## config.mk

```make
export PLATFORM = sky130hd
export DESIGN_NAME = fetch_queue_unit
export DESIGN_NICKNAME = d
export VERILOG_FILES = /design/src/rtl/fetch_queue_unit.sv
export SDC_FILE = /design/constraint.sdc
export NUM_CORES = 1
export LEC_CHECK = 0
export CAP_MARGIN = 20
export CORE_MARGIN = 2
export CORE_UTILIZATION = 25
export DETAILED_ROUTE_END_ITERATION = 8
export DONT_BUFFER_PORTS = 1
export HOLD_SLACK_MARGIN = 0.15
export PLACE_DENSITY_LB_ADDON = 0.12
export SYNTH_ARGS = -nofsm -noshare
export SYNTH_HDL_FRONTEND = slang
export SYNTH_SLANG_ARGS = --single-unit
```

## constraint.sdc

```tcl
create_clock -name clk -period 9 [get_ports clk]
set_input_delay 1.8 -clock clk [delete_from_list [all_inputs] [get_ports clk]]
set_output_delay 1.8 -clock clk [all_outputs]
set_load 0.01 [all_outputs]
```

## src/rtl/fetch_queue_unit.sv

```systemverilog
// fetch_queue_unit
// ----------------
// Fetch stage: generates the fetch PC, issues I-cache requests, redecodes JAL
// to redirect the fetch PC early, and buffers fetched {pc, instr} pairs in a
// DEPTH-entry FIFO that feeds decode.
//
// Ports
//   clk, rst_n                  clock, asynchronous active-low reset
//   csr_redirect_req/wfi_req    CSR/trap redirect, WFI redirect-then-sleep
//   csr_redirect_pc             target for csr_redirect_req and wfi_req
//   exe_redirect_req/_pc        branch/jalr redirect from execute
//   irq_wake                    leaves SLEEP
//   irq_req_next                discard this cycle's cache response
//   if_stall                    hold off new cache requests
//   if2ic_req/if2ic_addr        I-cache request and address (= fetch_pc)
//   ic2if_ack/ic2if_rdata       same-cycle cache response
//   if2id_valid/_instr/_pc/_pc_plus_4, id2if_ready   decode handshake
//
// Handshake: a transfer to decode happens on every clock edge where
// if2id_valid and id2if_ready are both high. if2id_valid never depends on
// id2if_ready, and the head fields stay stable while valid is high and
// ready is low (unless a redirect flushes the queue).
module fetch_queue_unit #(
    parameter int              XLEN      = 32,
    parameter int              DEPTH     = 4,
    parameter logic [XLEN-1:0] PC_RESET  = 32'h0000_0000,
    parameter logic [XLEN-1:0] INSTR_NOP = 32'h0000_0013
) (
    input  logic            clk,
    input  logic            rst_n,
    input  logic            csr_redirect_req,
    input  logic            wfi_req,
    input  logic [XLEN-1:0] csr_redirect_pc,
    input  logic            exe_redirect_req,
    input  logic [XLEN-1:0] exe_redirect_pc,
    input  logic            irq_wake,
    input  logic            irq_req_next,
    input  logic            if_stall,
    output logic            if2ic_req,
    output logic [XLEN-1:0] if2ic_addr,
    input  logic            ic2if_ack,
    input  logic [XLEN-1:0] ic2if_rdata,
    output logic            if2id_valid,
    output logic [XLEN-1:0] if2id_instr,
    output logic [XLEN-1:0] if2id_pc,
    output logic [XLEN-1:0] if2id_pc_plus_4,
    input  logic            id2if_ready
);

    localparam int PW = $clog2(DEPTH);
    localparam int CW = PW + 1;

    typedef enum logic {
        FETCH = 1'b0,
        SLEEP = 1'b1
    } state_t;

    state_t          state_q, state_d;
    logic [XLEN-1:0] fetch_pc, fetch_pc_d;
    logic [XLEN-1:0] mem_pc    [DEPTH];
    logic [XLEN-1:0] mem_instr [DEPTH];
    logic [PW-1:0]   rd_ptr, wr_ptr;
    logic [CW-1:0]   count;

    logic            redirect;
    logic            full;
    logic            push;
    logic            pop;
    logic            is_jal;
    logic [XLEN-1:0] jal_imm;

    assign redirect = csr_redirect_req | wfi_req | exe_redirect_req;
    assign full     = (count == CW'(DEPTH));

    // Gated by rst_n so the request is low while reset is held.
    assign if2ic_req  = rst_n & (state_q == FETCH) & ~if_stall & ~full & ~redirect;
    assign if2ic_addr = fetch_pc;

    // A response flagged by irq_req_next is dropped and fetch_pc is kept, so
    // the same address is requested again later.
    assign push = if2ic_req & ic2if_ack & ~irq_req_next;
    assign pop  = if2id_valid & id2if_ready;

    assign is_jal  = (ic2if_rdata[6:0] == 7'b1101111);
    assign jal_imm = {{(XLEN-20){ic2if_rdata[31]}}, ic2if_rdata[19:12],
                      ic2if_rdata[20], ic2if_rdata[30:21], 1'b0};

    assign if2id_valid     = (count != '0);
    assign if2id_instr     = if2id_valid ? mem_instr[rd_ptr] : INSTR_NOP;
    assign if2id_pc        = if2id_valid ? mem_pc[rd_ptr] : '0;
    assign if2id_pc_plus_4 = if2id_pc + XLEN'(4);

    // Next state and next fetch PC; redirect priority csr > wfi > exe.
    always_comb begin
        state_d    = state_q;
        fetch_pc_d = fetch_pc;
        if (csr_redirect_req) begin
            state_d    = FETCH;
            fetch_pc_d = csr_redirect_pc;
        end else if (wfi_req) begin
            state_d    = SLEEP;
            fetch_pc_d = csr_redirect_pc;
        end else begin
            if (exe_redirect_req) begin
                fetch_pc_d = exe_redirect_pc;
            end else if (push) begin
                fetch_pc_d = is_jal ? (fetch_pc + jal_imm) : (fetch_pc + XLEN'(4));
            end
            if ((state_q == SLEEP) && irq_wake) begin
                state_d = FETCH;
            end
        end
    end

    always_ff @(posedge clk or negedge rst_n) begin
        if (!rst_n) begin
            state_q  <= FETCH;
            fetch_pc <= PC_RESET;
            rd_ptr   <= '0;
            wr_ptr   <= '0;
            count    <= '0;
        end else begin
            state_q  <= state_d;
            fetch_pc <= fetch_pc_d;
            if (redirect) begin
                // Flush: any same-cycle pop is discarded too.
                rd_ptr <= '0;
                wr_ptr <= '0;
                count  <= '0;
            end else begin
                if (push) wr_ptr <= wr_ptr + PW'(1);
                if (pop)  rd_ptr <= rd_ptr + PW'(1);
                case ({push, pop})
                    2'b10:   count <= count + CW'(1);
                    2'b01:   count <= count - CW'(1);
                    default: count <= count;
                endcase
            end
        end
    end

    // Storage needs no reset: entries are only read while count covers them.
    // push is already low in any redirect cycle.
    always_ff @(posedge clk) begin
        if (push) begin
            mem_pc[wr_ptr]    <= fetch_pc;
            mem_instr[wr_ptr] <= ic2if_rdata;
        end
    end

endmodule

```

---- Yosys cells after proc, flatten, opt, wreduce, memory -nomap -nowiden ----
Memory sizes are Yosys's and may differ from the RTL's.
Cells that the tools add are included.
cells by class
  reductions and logical operators ........ 7
  multiplexer cells ....................... 18
  $add $sub $neg .......................... 7
  bitwise gates (word level) .............. 14
  equal/unequal tests ..................... 4
operator list
  cell                   number
  $mux 32                7
  $add 32x3->32 const B  2
  $add 32x32->32         1
  $reduce_bool 3->1      3
  $mux 2                 4
  $and 1x1->1            7
  $eq 7x7->1 const B     1
  $pmux 3 s2             1
  $mux 1                 5
  $not 1->1              5
  $add 2x1->2 const B    2
  $reduce_bool 2->1      2
  $reduce_bool 4->1      1
  $add 3x1->3 const B    1
  $eq 3x3->1 const B     1
  $mux 3                 1
  $sub 3x1->3 const B    1
  $eq 2x1->1 const B     1
  $eq 2x2->1 const B     1
  $or 1x1->1             2
  $logic_and 1x1->1      1
word-level totals
  memories kept ........................... 2
  RAM bits ................................ 256
  flip-flop bits (word level) ............. 40
memory list
  memory     words  bits a word  rd ports  clocked after memory_dff  write ports  RTL line  RTL
  mem_instr  4      32           1         0                         1            61        logic [XLEN-1:0] mem_instr [DEPTH];
  mem_pc     4      32           1         0                         1            60        logic [XLEN-1:0] mem_pc [DEPTH];

---- Longest topological paths before layout ----
Gate-level depths: netlist (run 1).
  word-level depth ........................ 11
  mapped depth ............................ 13
  mapped depth without buffers ............ 11

---- Least setup slack after synthesis (run 1) ----
No wires, ideal clock.
  path kind ............................... input -> register
  from .................................... in csr_redirect_req
  to ...................................... mem mem_instr[0][0] (enable)
  stages on the path ...................... 6
  path slack .............................. 4.114 ns
  arrival ................................. 4.458 ns
  required time ........................... 8.571 ns
  buffers on the path ..................... 2
  cells stage by stage .................... nor2_1 nand2_1 clkbuf_1 nor2_1 clkbuf_1 and2_1
between the ends
  longest elaborated chain between the ends .. 8
ends and longest elaborated chain
  element                       RTL line  RTL
  start: declaration            31        input logic csr_redirect_req,
  $or 1x1->1 (2 in a row)       72        assign redirect = csr_redirect_req | wfi_req | exe_redirect_req;
  $not 1->1                     76        assign if2ic_req = rst_n & (state_q == FETCH) & ~if_stall & ~full & ~redirect;
  $and 1x1->1                   76
  $and 1x1->1 (2 in a row)      81        assign push = if2ic_req & ic2if_ack & ~irq_req_next;
  $mux 1                        145       if (push) begin
  $mux 1 (not written as such)  147       mem_instr[wr_ptr] <= ic2if_rdata;
  end: declaration              61
No other way between the ends.

---- Worst setup path after layout (run 1) ----
  from .................................... reg rd_ptr[1]
  to ...................................... out if2id_pc_plus_4[30]
between the ends
  longest elaborated chain between the ends .. 3
ends and longest elaborated chain
  element                   RTL line  RTL
  start: declaration        62        logic [PW-1:0] rd_ptr, wr_ptr;
  start signal: assignment  132       if (pop) rd_ptr <= rd_ptr + PW'(1);
  $mem_v2 4x32              -
  $mux 32                   90        assign if2id_pc = if2id_valid ? mem_pc[rd_ptr] : '0;
  net if2id_pc[2]           45        output logic [XLEN-1:0] if2id_pc,
  $add 32x3->32             91        assign if2id_pc_plus_4 = if2id_pc + XLEN'(4);
  end: declaration          46        output logic [XLEN-1:0] if2id_pc_plus_4,
The timed path passes the listed nets, and every way through them passes these cells.

==> impl_metrics.yaml, run 1 <==
worst_setup_path:
  cp_data_arrival_time_ns: 4.20
  crit_family: "simple AND/OR/NAND/NOR gates"
  critPathKind: "reg2out"
  cp-end-kind: "output pin"
  worst-path-buf-inv: 1
  start_kind: "register"
  cp_slowest_stage_delay_ns: 0.64
  crit_required_ns: 7.20
  cp_slowest_cell: "dfrtp_4"
  critPathMaxFanout: 45
  cp_cell_sequence: "buf_4 -> mux4_2 -> and2_1 -> ha_1 -> and3_1 -> and3_2 -> nand4_4 -> nor3_4 -> nand3_1 -> xnor2_1"
detailed_routing:
  vias: 9791
  route.detailed.drc: 0
  wl_um: 51300
  drtIter0Drc: 653
  viasPerCell: 5.02
  drt-wirelength-per-cell_um: 26.3
  ant_nets: 0
  first_pass_iters: 5
clocking:
  numClockSinks: 296
  root_buffer: "clkbuf_16"
  clk_pin_slew_ns: 0.06
  ctsHtreeMaxLevel: 2
  cts_setup_buffers: 0
  insertion_delay_ns: 0.55
  cts_made_buffers: 38
  clockBufferDepth: 3
  cts_hold_buffers: 0
  tritoncts: "done"
  post_cts_resized: 0
power_and_ir_drop:
  ir_worst_vdd_mv: 0.108
  seq_power_share: 0.463
  power.internal_mw: 2.58
  power_density_mw_per_mm2: 199
  cellLeakagePower_nw: 5.84
  p_switching_mw: 0.843
  swShare: 0.247
  finalPower_mw: 3.42
  clkPwrFrac: 0.455
  pwr-share-comb: 0.083
yosys:
  ys_seq_area_frac: 0.576
  synth_edf_count: 256
  synth_top_cell_by_area: "edfxtp_1"
  synth_warnings: 0
  synthTopCellsByCount: "edfxtp_1, nand2_1, nor2_1"
  syn_area_per_cell_sq_um: 13.2
  synth.most_common_cell: "edfxtp_1"
  synth_cell_types: 80
  synth_flop_cell: "edfxtp_1"
  yosys.area.top_type_share: 0.509
  syn-cell-area_sq_mm: 0.0151
  async_reset_ff_frac: 0.135
  synthTopCellsByArea: "edfxtp_1, mux4_2, dfrtp_1, ha_1, mux4_1"
  syn_nets: 1289
  syn_inst: 1145
  ys_ff_latch: 296
floorplanning:
  fp-row-count: 90
  fp.dieH_um: 250
  die_w_um: 250
  die_area_sq_mm: 0.0624
  pin_count: 236
  start_util: 0.251
  core_area_sq_mm: 0.0600
global_routing:
  antenna_found_initial: 2
  grt_max_degree: 47
  grt-ovfl-total: 0
  grt_pass1_vias: 10000
  grt_pass1_wl_um: 74000
  grt_usage: 0.164
sta:
  worst_slew_pin_slew_ns: 1.08
  setup_viol: 0
  clock.fmax_mhz: 167
  setup_ws_ns: 3.00
  relSlewSlack: 0.282
  skew_ns: 0.0198
  rsz0062_at_grt: "no"
  finalMaxSlewViolations: 0
  finalCritPeriodShare: 0.667
  fin_tns_setup_ns: 0
  min_period_ns: 6.00
  hold_viol_final: 0
min_path:
  hold_class: "reg2reg"
layout:
  syn_to_final_growth_pct: 14.1
  final_layout_size_suffix_gt1_frac: 0.137
  nNetsFinal: 1285
  fin_util: 0.287
run:
  drv_cap: 0
status:
  outcome: "finished, final reports clean"
placed_design:
  dpl_worst_slack_ns: 3.41
  port_buffers: 0
  place.gp.congestion: 0.867
  hpwl_um: 35300
## power by group through the flow
stage | registers [mW] | clock network, mW | logic, mW
CTS | 1.58 | 1.60 | 0.282
global placement | 1.61 | 0 | 0.282
detailed placement | 1.61 | 0 | 0.280
finish | 1.58 | 1.55 | 0.282
global route | 1.59 | 1.65 | 0.317
floorplan | 1.58 | 0 | 0.203
## flip-flops by register name (all words and copies together), names as in the netlist
name        cells
mem_instr     128
mem_pc        128
if2ic_addr     32
count           3
rd_ptr          2
wr_ptr          2
state_q         1
## through the flow
step	hold slack (ns)	area (sq um)	cells
2_1_floorplan	0.468	15100	1145
4_1_cts	0.520	17200	1949
3_5_place_dp	0.507	16000	1883
3_3_place_gp	0.506	16000	1883
6_report	0.521	17200	1952
5_1_grt	0.560	17200	1950
## cell families after synthesis
kind of cell	count (synthesis)	share of synthesized area
flops	296	0.576
simple gates	362	0.127
compound gates	216	0.0945
mux	72	0.104
fa+ha+maj	38	0.0325
buf+inv	94	0.0268
xor+xnor	67	0.0389
## cell type report
type                            count  area (sq um)
Inverter                           30           113
Clock buffer                       45           977
Clock inverter                     21           274
Multi-Input combinational cell    755          6020
Antenna cell                        3          7.51
Sequential cell                   296          8700
Timing Repair Buffer               20           150
Fill cell                        6103         42800
Tap cell                          782           978
## worst reg2reg max path, cell delays in order (launching register included)
cell and delay, ns:
dfrtp_1 0.78, ha_1 0.42, a21o_1 0.20, a31oi_1 0.18, a21oi_1 0.19, o31ai_1 0.76
o22ai_1 0.29, a21boi_0 0.61, mux2i_1 0.27, o211ai_1 0.10
## metal layers
metal	track usage	vias up	wire length, um
met1	0.220	5015	23200
met2	0.259	289	23700
met5	0	-	0
met3	0.0453	61	3340
met4	0.0423	0	1170
li1	-	4426	-
## path summary, 6_finish.rpt
path | from | endpoint | slack, ns | cells after the start
worst max-delay path | rd_ptr[1] | if2id_pc_plus_4[30] | 3.00 | 10
worst min-delay path | state_q | state_q | 0.52 | 2
worst max register to register | if2ic_addr[5] | if2ic_addr[30] | 5.08 | 9
worst min register to register | state_q | state_q | 0.52 | 2
max in group asynchronous | rst_n | rd_ptr[1] | 7.94 | 0
min in group asynchronous | rst_n | if2ic_addr[24] | 0.94 | 0
## layout by cell type, fill, tap and decap left out, drive strengths merged, types with 4 or more instances in the layout
cell type and n:
edfxtp 256, mux4 64, a31oi 13, o21bai 6
and3 31, and4 4, nor3 22, and2 61
dfrtp 40, a21oi 55, a211oi 12, o31ai 7
o311ai 4, xnor2 39, ha 36, nor2 60
mux2i 6, or2 9, nand4 19, nand3 36
or3 6, o22ai 4, nand2 91, a221oi 10
clkbuf 45, inv 30, xor2 28, bufinv 6
o21ai 37, a21o 19, clkinv 12, buf 20
o211ai 16, o21a 7
(Power assumes the default switching activity.)
==> run 2, diff against run 1 <==
==> constraint.sdc (replaced) <==
create_clock -name clk -period 5.8 [get_ports clk]
set_input_delay 1.16 -clock clk [delete_from_list [all_inputs] [get_ports clk]]
set_output_delay 1.16 -clock clk [all_outputs]
set_load 0.01 [all_outputs]
==> run 2 against run 1 <==
Effect of this change:
- power up 49%
- clock power up 41%
- die area unchanged
- global-route usage up 0.079 points
- critical path depth down 2
- setup slack worse by 2.0 ns
- first-iteration DRC count up 2.3%
- final cell count up 0.36%
- critical path type unchanged
- critical endpoint is now if2id_pc_plus_4[31]
- largest cell class unchanged
- largest power group unchanged
==> impl_metrics.yaml, run 2 (synthesized netlist as in run 1, its figures left out) <==
layout:
  final_common_cell: "edfxtp_1"
  final_cells: 1959
  nNetsFinal: 1293
  final_layout_size_suffix_gt1_frac: 0.139
  multi_input_area_sq_mm: 0.00602
  layout_common_cells: "edfxtp_1, nand2_1, nor2_1"
  fillers: 6104
  regArea_sq_mm: 0.00870
  syn_to_final_growth_pct: 13.6
clocking:
  tritoncts: "done"
  cts_made_buffers: 37
  root_buffer: "clkbuf_16"
  numClockSinks: 296
  ctsHtreeMaxLevel: 2
  cts_hold_buffers: 0
  post_cts_resized: 0
  clockBufferDepth: 3
  insertion_delay_ns: 0.55
  cts_setup_buffers: 0
  clk_pin_slew_ns: 0.07
global_routing:
  grt_usage: 0.164
  grt_max_degree: 48
  grt_pass1_vias: 10100
  antenna_found_initial: 2
  grt_pass1_wl_um: 74200
  grt-ovfl-total: 0
detailed_routing:
  viasPerCell: 5.04
  ant_nets: 0
  first_pass_iters: 4
  drt-wirelength-per-cell_um: 26.4
  drtIter0Drc: 668
  vias: 9882
  route.detailed.drc: 0
  wl_um: 51800
sta:
  finalMaxSlewViolations: 0
  clock.fmax_mhz: 210
  rsz0062_at_grt: "no"
  finalCritPeriodShare: 0.820
  hold_viol_final: 0
  skew_ns: 0.0278
  worst_slew_pin_slew_ns: 0.870
  fin_tns_setup_ns: 0
  setup_viol: 0
  hold-worst-slack_ns: 0.302
  min_period_ns: 4.76
  relSlewSlack: 0.416
floorplanning:
  pin_count: 236
  fp.dieH_um: 250
  fp-row-count: 90
  start_util: 0.251
  die_area_sq_mm: 0.0624
  die_w_um: 250
  core_area_sq_mm: 0.0600
worst_setup_path:
  crit_required_ns: 4.64
  worst-path-buf-inv: 1
  cp_cell_sequence: "buf_4 -> mux4_1 -> and2_2 -> and3_2 -> nand3_1 -> or3_4 -> nor3_2 -> xor2_1"
  start_kind: "register"
  cp_slowest_cell: "dfrtp_4"
  crit_family: "simple AND/OR/NAND/NOR gates"
  cp-end-kind: "output pin"
  cp_data_arrival_time_ns: 3.60
  critPathMaxFanout: 28
  cp_slowest_stage_delay_ns: 0.79
  critPathKind: "reg2out"
power_and_ir_drop:
  finalPower_mw: 5.08
  power_density_mw_per_mm2: 296
  ir_worst_vdd_mv: 0.147
  cellLeakagePower_nw: 5.83
placed_design:
  place.gp.congestion: 0.839
  hpwl_um: 36000
  place_inst: 1892
  port_buffers: 0
min_path:
  hold_class: "in2async"
status:
  outcome: "finished, final reports clean"
run:
  drv_cap: 0
==> run 2: final timing paths <==
path                                from                  end  slack (ns)  depth (start not counted)
setup / recovery               rd_ptr[0]  if2id_pc_plus_4[31]        1.04                          8
hold / removal                     rst_n       if2ic_addr[22]        0.30                          0
setup reg to reg           if2ic_addr[1]       if2ic_addr[29]        2.06                         11
hold reg to reg                  state_q              state_q        0.53                          2
max in group asynchronous          rst_n        if2ic_addr[2]        5.36                          0
min in group clk                 state_q              state_q        0.53                          2
==> run 2: where the power goes <==
group | switching [mW] | leakage (nW) | internal (mW)
combinational | 0.260 | 2.50 | 0.171
sequential | 0.115 | 2.78 | 2.35
clock | 0.903 | 0.549 | 1.28
==> run 2: per-layer routing <==
layer,global-route usage,up-vias,share of wire
met1,0.221,5071,0.45
li1,-,4443,-
met4,0.0437,0,0.023
met2,0.262,301,0.46
met3,0.0440,67,0.063
met5,0,-,0
==> run 2: worst register-to-register path, stage by stage (launching register included) <==
cell       delay, ns
dfrtp_1         0.56
ha_1            0.23
inv_1           0.05
fa_1            0.36
and2b_1         0.25
o2111ai_1       0.17
a311oi_1        0.73
a211oi_1        0.23
o31ai_1         0.50
a211oi_1        0.19
mux2i_1         0.15
o41ai_1         0.24
==> run 2: through the flow <==
| step | worst slack, ns | instance area, sq um | util |
|---|---|---|---|
| global route | 0.732 | 17100 | 0.286 |
| CTS | 0.896 | 17100 | 0.286 |
| floorplan | 1.55 | 15100 | - |
| finish | 1.04 | 17100 | 0.286 |
| global placement | 1.55 | 16000 | 0.267 |
| detailed placement | 1.51 | 16000 | 0.267 |
==> run 2: layout make-up <==
type,instances,area share
antenna,1,0.000146
inverter,30,0.00657
tap,782,0.0571
clock inverter,17,0.00803
multi-input combinational,755,0.351
timing repair buffer,29,0.0127
sequential,296,0.507
clock buffer,49,0.0572
==> run 3, diff against run 2 <==
==> constraint.sdc (replaced) <==
create_clock -name clk -period 4.75 [get_ports clk]
set_input_delay 0.95 -clock clk [delete_from_list [all_inputs] [get_ports clk]]
set_output_delay 0.95 -clock clk [all_outputs]
set_load 0.01 [all_outputs]
==> run 3 against run 2 <==
Effect of this change:
- flip-flop and latch count unchanged
- final cell count increased by 0.61%
- register-to-register slack got worse by 1.1 ns
- setup slack got worse by 0.75 ns
- critical path depth increased by 1
- die area unchanged
- power increased by 27%
- combinational power increased by 33%
- first-iteration DRC count decreased by 5.7%
- clock power increased by 33%
- critical endpoint is now if2id_pc_plus_4[30]
- highest routed layer unchanged
==> impl_metrics.yaml, run 3 (synthesized netlist as in run 1, its figures left out) <==
detailed_routing:
  drtIter0Drc: 630
  route.detailed.drc: 0
  viasPerCell: 4.97
  wl_um: 51300
  first_pass_iters: 6
  vias: 9796
  drt-wirelength-per-cell_um: 26.0
  ant_nets: 0
power_and_ir_drop:
  cellLeakagePower_nw: 5.96
  ir_worst_vdd_mv: 0.174
  power_density_mw_per_mm2: 371
global_routing:
  grt_usage: 0.164
  antenna_found_initial: 2
  grt_pass1_wl_um: 74000
  grt_pass1_vias: 10200
  grt_max_degree: 65
  grt-ovfl-total: 0
worst_setup_path:
  crit_required_ns: 3.80
  cp-end-kind: "output pin"
  start_kind: "register"
  cp_slowest_cell: "dfrtp_4"
  cp_slowest_stage_delay_ns: 0.62
  cp_cell_sequence: "mux4_2 -> and2_1 -> ha_1 -> and3_1 -> and3_2 -> nand4_4 -> nor3_4 -> nand3_1 -> xnor2_1"
  cp_data_arrival_time_ns: 3.51
  critPathMaxFanout: 18
  critPathKind: "reg2out"
floorplanning:
  start_util: 0.251
  fp.dieH_um: 250
  fp-row-count: 90
  die_area_sq_mm: 0.0624
  die_w_um: 250
  pin_count: 236
  core_area_sq_mm: 0.0600
min_path:
  hold_class: "in2async"
run:
  drv_cap: 0
clocking:
  insertion_delay_ns: 0.55
  clockBufferDepth: 3
  clk_pin_slew_ns: 0.06
  numClockSinks: 296
  ctsHtreeMaxLevel: 2
  root_buffer: "clkbuf_16"
  tritoncts: "done"
  cts_made_buffers: 37
  cts_setup_buffers: 0
placed_design:
  place.gp.congestion: 0.838
  postPlaceCellArea_sq_mm: 0.0161
  hpwl_um: 35600
  port_buffers: 0
  place_inst: 1901
layout:
  final_common_cell: "edfxtp_1"
  final_layout_size_suffix_gt1_frac: 0.152
  final_cells: 1971
  nNetsFinal: 1303
  design_area_sq_mm: 0.0174
  syn_to_final_growth_pct: 15.5
  layout_common_cells: "edfxtp_1, nand2_1, nor2_1"
sta:
  worst_slew_pin_slew_ns: 0.796
  finalMaxSlewViolations: 0
  finalCritPeriodShare: 0.939
  relSlewSlack: 0.466
  hold_viol_final: 0
  setup_viol: 0
  rsz0062_at_grt: "no"
  skew_ns: 0.0175
  min_period_ns: 4.46
  hold-worst-slack_ns: 0.275
  fin_tns_setup_ns: 0
  clock.fmax_mhz: 224
status:
  outcome: "finished, final reports clean"
[run 3: changes by cell type in the layout (fill, tap and decap cells not counted), moves of 2 or more]
cell	before	now
clkinv_4	0	3
clkinv_2	5	3
bufinv_16	2	5
clkbuf_1	11	9
inv_6	3	1
buf_4	29	33
clkinv_1	7	3
buf_12	0	4
clkinvlp_4	0	2
[run 3: final timing paths]
path                                  start                  end  slack [ns]  cells past startpoint
max                               rd_ptr[0]  if2id_pc_plus_4[30]        0.29                      9
min                                   rst_n       if2ic_addr[27]        0.27                      1
max reg2reg                   if2ic_addr[1]       if2ic_addr[29]        0.95                     11
min reg2reg                         state_q              state_q        0.53                      2
max in group asynchronous             rst_n            rd_ptr[0]        4.22                      1
min in group clk           csr_redirect_req              state_q        0.46                      1
[run 3: through the flow]
stage                     utilization  power (mW)  worst slack (ns)
after floorplan                     -        3.38             0.714
after global placement          0.269        3.60             0.677
after global routing            0.290        6.73            0.0198
final                           0.290        6.47             0.290
after detailed placement        0.269        3.60             0.666
after CTS                       0.290        6.58            0.0685
[run 3: final cells by class]
type	instances	area, sq um
antenna	2	5.00
clock buffer	49	1010
clock inverter	18	243
fill	6075	42600
inverter	30	113
multi-input combinational	755	6020
sequential	296	8700
tap	782	978
timing repair buffer	39	367
[run 3: where the power goes]
group | switching [mW] | total, mW | leakage (nW) | internal, mW
clock network | 1.13 | 2.91 | 0.604 | 1.78
registers | 0.108 | 2.98 | 2.78 | 2.87
logic | 0.354 | 0.575 | 2.57 | 0.221
total | 1.59 | 6.47 | 5.96 | 4.88
[run 3: timing repair]
action                     in CTS  in global routing
hold endpoints to repair       40                  0
resized for setup               0                  1
hold buffers                    1                  0
setup endpoints to repair       0                  1
[run 3: per-layer routing]
layer	part of all wire	routed length, um	GRT usage	vias up
met5	0	0	0	-
met4	0.024	1250	0.0456	0
met3	0.060	3090	0.0408	66
met2	0.46	23600	0.259	271
met1	0.46	23400	0.222	4999
li1	-	-	-	4460
[run 3: critical path, delay by kind of cell, from the launching register on]
| kind | cells | cell delay [ns] |
|---|---|---|
| and+or+nand+nor | 6 | 1.38 |
| muxes | 1 | 0.40 |
| xor gates and xnor gates | 1 | 0.29 |
| DFF | 1 | 0.62 |
| adders and majority gates | 1 | 0.26 |
